## src/rtl/fifo_stream_adapter.sv

```systemverilog
// Credit-based adapter from a fixed-latency FIFO read port (may_pop/pop/pop_data)
// to a valid/ready stream, using a small skid buffer that always has room for every in-flight read.
module fifo_stream_adapter #(
  parameter int WIDTH        = 8,
  parameter int READ_LATENCY = 2,
  parameter int BUF_DEPTH    = READ_LATENCY + 2
) (
  input  logic                               clk,
  input  logic                               rst_n,
  input  logic                               fifo_may_pop,
  output logic                               fifo_pop,
  input  logic [WIDTH-1:0]                   fifo_pop_data,
  output logic                               out_valid,
  input  logic                               out_ready,
  output logic [WIDTH-1:0]                   out_data,
  output logic [$clog2(BUF_DEPTH+1)-1:0]     occupancy
);

  localparam int PW = $clog2(BUF_DEPTH);
  localparam int OW = $clog2(BUF_DEPTH + 1);
  localparam int IW = $clog2(READ_LATENCY + 1);
  localparam int SW = OW + 1;

  logic [WIDTH-1:0]        buf_q [0:BUF_DEPTH-1];
  logic [PW-1:0]           rptr_q, rptr_d;
  logic [PW-1:0]           wptr_q, wptr_d;
  logic [OW-1:0]           occ_q, occ_d;
  logic [READ_LATENCY-1:0] infl_q, infl_d;
  logic [IW-1:0]           infl_cnt_q, infl_cnt_d;
  logic [SW-1:0]           credit_used;
  logic                    arrive;
  logic                    fire;

  function automatic logic [PW-1:0] ptr_inc(input logic [PW-1:0] p);
    return (p == PW'(BUF_DEPTH - 1)) ? '0 : p + 1'b1;
  endfunction

  always_comb begin
    arrive      = infl_q[READ_LATENCY-1];
    out_valid   = (occ_q != '0);
    out_data    = buf_q[rptr_q];
    occupancy   = occ_q;
    fire        = out_valid && out_ready;
    // Credit uses only registered counts, so out_ready never reaches fifo_pop.
    credit_used = SW'(occ_q) + SW'(infl_cnt_q);
    fifo_pop    = rst_n && fifo_may_pop && (credit_used < SW'(BUF_DEPTH));

    infl_d     = (infl_q << 1) | READ_LATENCY'(fifo_pop);
    infl_cnt_d = infl_cnt_q + IW'(fifo_pop) - IW'(arrive);
    occ_d      = occ_q + OW'(arrive) - OW'(fire);
    wptr_d     = arrive ? ptr_inc(wptr_q) : wptr_q;
    rptr_d     = fire   ? ptr_inc(rptr_q) : rptr_q;
  end

  always_ff @(posedge clk) begin
    if (!rst_n) begin
      rptr_q     <= '0;
      wptr_q     <= '0;
      occ_q      <= '0;
      infl_q     <= '0;
      infl_cnt_q <= '0;
    end else begin
      rptr_q     <= rptr_d;
      wptr_q     <= wptr_d;
      occ_q      <= occ_d;
      infl_q     <= infl_d;
      infl_cnt_q <= infl_cnt_d;
    end
  end

  // Storage is not reset; out_data is meaningless while out_valid is low.
  always_ff @(posedge clk) begin
    if (arrive) buf_q[wptr_q] <= fifo_pop_data;
  end

  a_no_overflow: assert property (@(posedge clk) disable iff (!rst_n)
    !(arrive && (occ_q == OW'(BUF_DEPTH)) && !fire));

endmodule

```

## config.mk

```make
export PLATFORM = sky130hd
export DESIGN_NAME = fifo_stream_adapter
export DESIGN_NICKNAME = d
export VERILOG_FILES = /design/src/rtl/fifo_stream_adapter.sv
export SDC_FILE = /design/constraint.sdc
export NUM_CORES = 1
export LEC_CHECK = 0
export ABC_AREA = 1
export BUFFER_PORTS_ARGS = -buffer_cell sky130_fd_sc_hd__buf_2
export CORE_MARGIN = 5
export CORE_UTILIZATION = 50
export DETAILED_ROUTE_END_ITERATION = 10
export HOLD_SLACK_MARGIN = 0.1
export PLACE_DENSITY = 0.72
export SETUP_SLACK_MARGIN = 0.4
export SLEW_MARGIN = 20
export SYNTH_ARGS = -nofsm -noshare
export SYNTH_HDL_FRONTEND = slang
export SYNTH_SLANG_ARGS = --single-unit
```

## constraint.sdc

```tcl
create_clock -name clk -period 6.2 [get_ports clk]
set_clock_uncertainty 0.2 [all_clocks]
set_input_delay 1.24 -clock clk [delete_from_list [all_inputs] [get_ports clk]]
set_output_delay 1.24 -clock clk [all_outputs]
set_load 0.05 [all_outputs]
```

==> impl_metrics.ini <==
[clocking]
clk-insertion-delay-late_ps = 290
cts.sinks = 45
cts_setup_buffers = 0
clockBufferDepth = 2
cts-root-buf = clkbuf_8
cts_made_buffers = 5
cts_tree = yes
ctsHoldBuffers = 0
cts_resized = 0
clk_pin_slew_worst_paths_ps = 70
h-tree-depth = 2

[synthesis]
synth_enable_flop_cells = 32
synth_warnings = 0
synth_area_leaders = edfxtp_1, dfxtp_1, ha_1
synth_seq_cells = 45
synth.most_common_cell = edfxtp_1
ys.flop_type = edfxtp_1
yosysUniqueCellTypes = 22
yosysTopAreaCell = edfxtp_1
yosys.area.top_type_share_pct = 51.54
synthCells = 162
syn_area_mm2 = 0.001864
async_reset_ff_share_pct = 0
avgSynthCellArea_um2 = 11.51
seq_area_frac_synth_pct = 65.50
yosys-top-cells-count = edfxtp_1, inv_1, nor2_1
syn_nets = 185

[timing]
clock.fmax_ghz = 0.2855
fin_crit_ps = 3503
timing.slew.headroom_pct = 60.25
fin_crit_sh_pct = 56.50
holdWs_ps = 218.7
drv_slew = 0
tns_ps = 0
tightest_slew_ps = 595.5
worst_slack_ps = 2697
rsz0062_at_grt = no
setup_viol = 0
hold_viol_final = 0

[worst_setup_path]
cp-end-kind = primary output
cp.required_ps = 4760
worst-path-max-fanout = 10
critPathArrivalTime_ps = 2060
worst-setup-path-type = in2out
startpoint_type = primary input

[route]
post_drt_via_cell_ratio = 5.092
wl_met2_mm = 1.862
highest_layer = met4
vias = 1217
wl_met3_um = 184
drt_pass1_iterations = 4
drt_iter0_drc = 107
drt-met1-wl_mm = 1.265
antenna_left = 0
drc = 0
drt-wirelength-per-cell_um = 14.09
routed_wl_mm = 3.367

[outcome]
status = completed

[cells_and_area]
nNetsFinal = 213
fin_util_pct = 57.75
final_cells = 239
design_area_mm2 = 0.002098
layout-drive-gt1-share_pct = 18.85
diodes = 0
area_delta_synth_final_pct = 12.55

[hold_path]
hold_class = reg2reg

[pwr]
powerDensity_mw_per_mm2 = 443.5
total_power_uw = 930.6
power.leakage_nw = 0.8824
peakVddDrop_mv = 0.2942

[placed_design]
place_area_mm2 = 0.002017
numPortBuffers = 24
dp_hpwl_mm = 2.367
pre_cts_slack_ps = 2677
globalplace.congestion = 0.7762
post-place-cells = 231

[die]
num_io_pins = 25
initial_core_util_pct = 51.31
row_count = 22
fp.dieH_um = 71.06
fp.coreArea_mm2 = 0.003633
die_x_um = 71.06
dieArea_mm2 = 0.005050

[global_routing]
antenna_found_initial = 0
grt_pass1_vias = 1301
grt_first_pass_wirelength_mm = 5.720
grtUsageTotal_pct = 14.89
grt-ovfl-total = 0
grt_start_max_net_pins = 18

[run]
maxCapViolations = 0
-- layout make-up --
class                      instances  area [µm²]
fill                             325        1535
inverter                          23       86.33
clock buffer                       5       68.82
clock inverter                     3       12.51
sequential                        45        1221
tap                               48       60.06
multi-input combinational         91       529.3
timing repair buffer              24       120.1
-- where the power goes --
group	internal [mW]	total [mW]	leakage [nW]	switching, mW
Sequential	0.352	0.390	0.396	0.0386
Combinational	0.0987	0.375	0.444	0.276
Clock	0.0758	0.166	0.0430	0.0899
-- cells in the final DEF, fill, tap and decap left out --
cell      count
edfxtp_1     32
buf_2        24
inv_1        22
nor2_1       21
nand2_1      16
o21ai_0      13
dfxtp_1      13
ha_1         10
o22ai_1       8
nand3_1       5
a21oi_1       5
clkbuf_8      5
o21ai_1       2
o21ai_2       2
nor2_2        2
a31oi_1       2
clkinv_1      2
inv_2         1
a21boi_0      1
xnor2_1       1
nor3_1        1
or2_2         1
fa_1          1
clkinv_2      1
-- worst paths after layout --
| check | from | to | slack, ps | cells past startpoint |
|---|---|---|---|---|
| setup / recovery | rst_n | fifo_pop | 2700 | 4 |
| hold / removal | infl_q[0]$_SDFF_PN0_ | infl_q[1]$_SDFF_PN0_ | 220 | 2 |
| setup reg to reg | occupancy[1]$_SDFF_PN0_ | occupancy[2]$_SDFF_PN0_ | 3960 | 11 |
| hold reg to reg | infl_q[0]$_SDFF_PN0_ | infl_q[1]$_SDFF_PN0_ | 220 | 2 |
-- critical path, cell delays in order --
cell     delay [ps]
buf_2           170
nand3_1         120
a31oi_1         220
buf_2           310
-- flip-flops by register name, indices dropped and copies added (netlist names), named ones only --
register / cells
buf_q: 32
occupancy: 3
infl_cnt_q: 2
infl_q: 2
rptr_q: 2
wptr_q: 2
-- routing by layer --
| layer | vias to the layer above | global-route usage, % |
|---|---|---|
| met5 | - | 0 |
| met4 | 0 | 7.516 |
| met3 | 6 | 4.261 |
| met2 | 24 | 27.50 |
| met1 | 581 | 15.11 |
| li1 | 606 | - |
-- cells by family (layout without fill, tap and decap cells) --
family	Yosys count	in the layout	synth area share [%]
and+or+nand+nor	46	46	10.07
buffers and inverters	26	55	6.107
xor gates and xnor gates	1	1	0.4699
DFF	45	45	65.50
adders and majority gates	11	11	7.785
AOI/OAI and AO/OA	33	33	10.07
No activity file was read; power rests on OpenSTA's default activity.
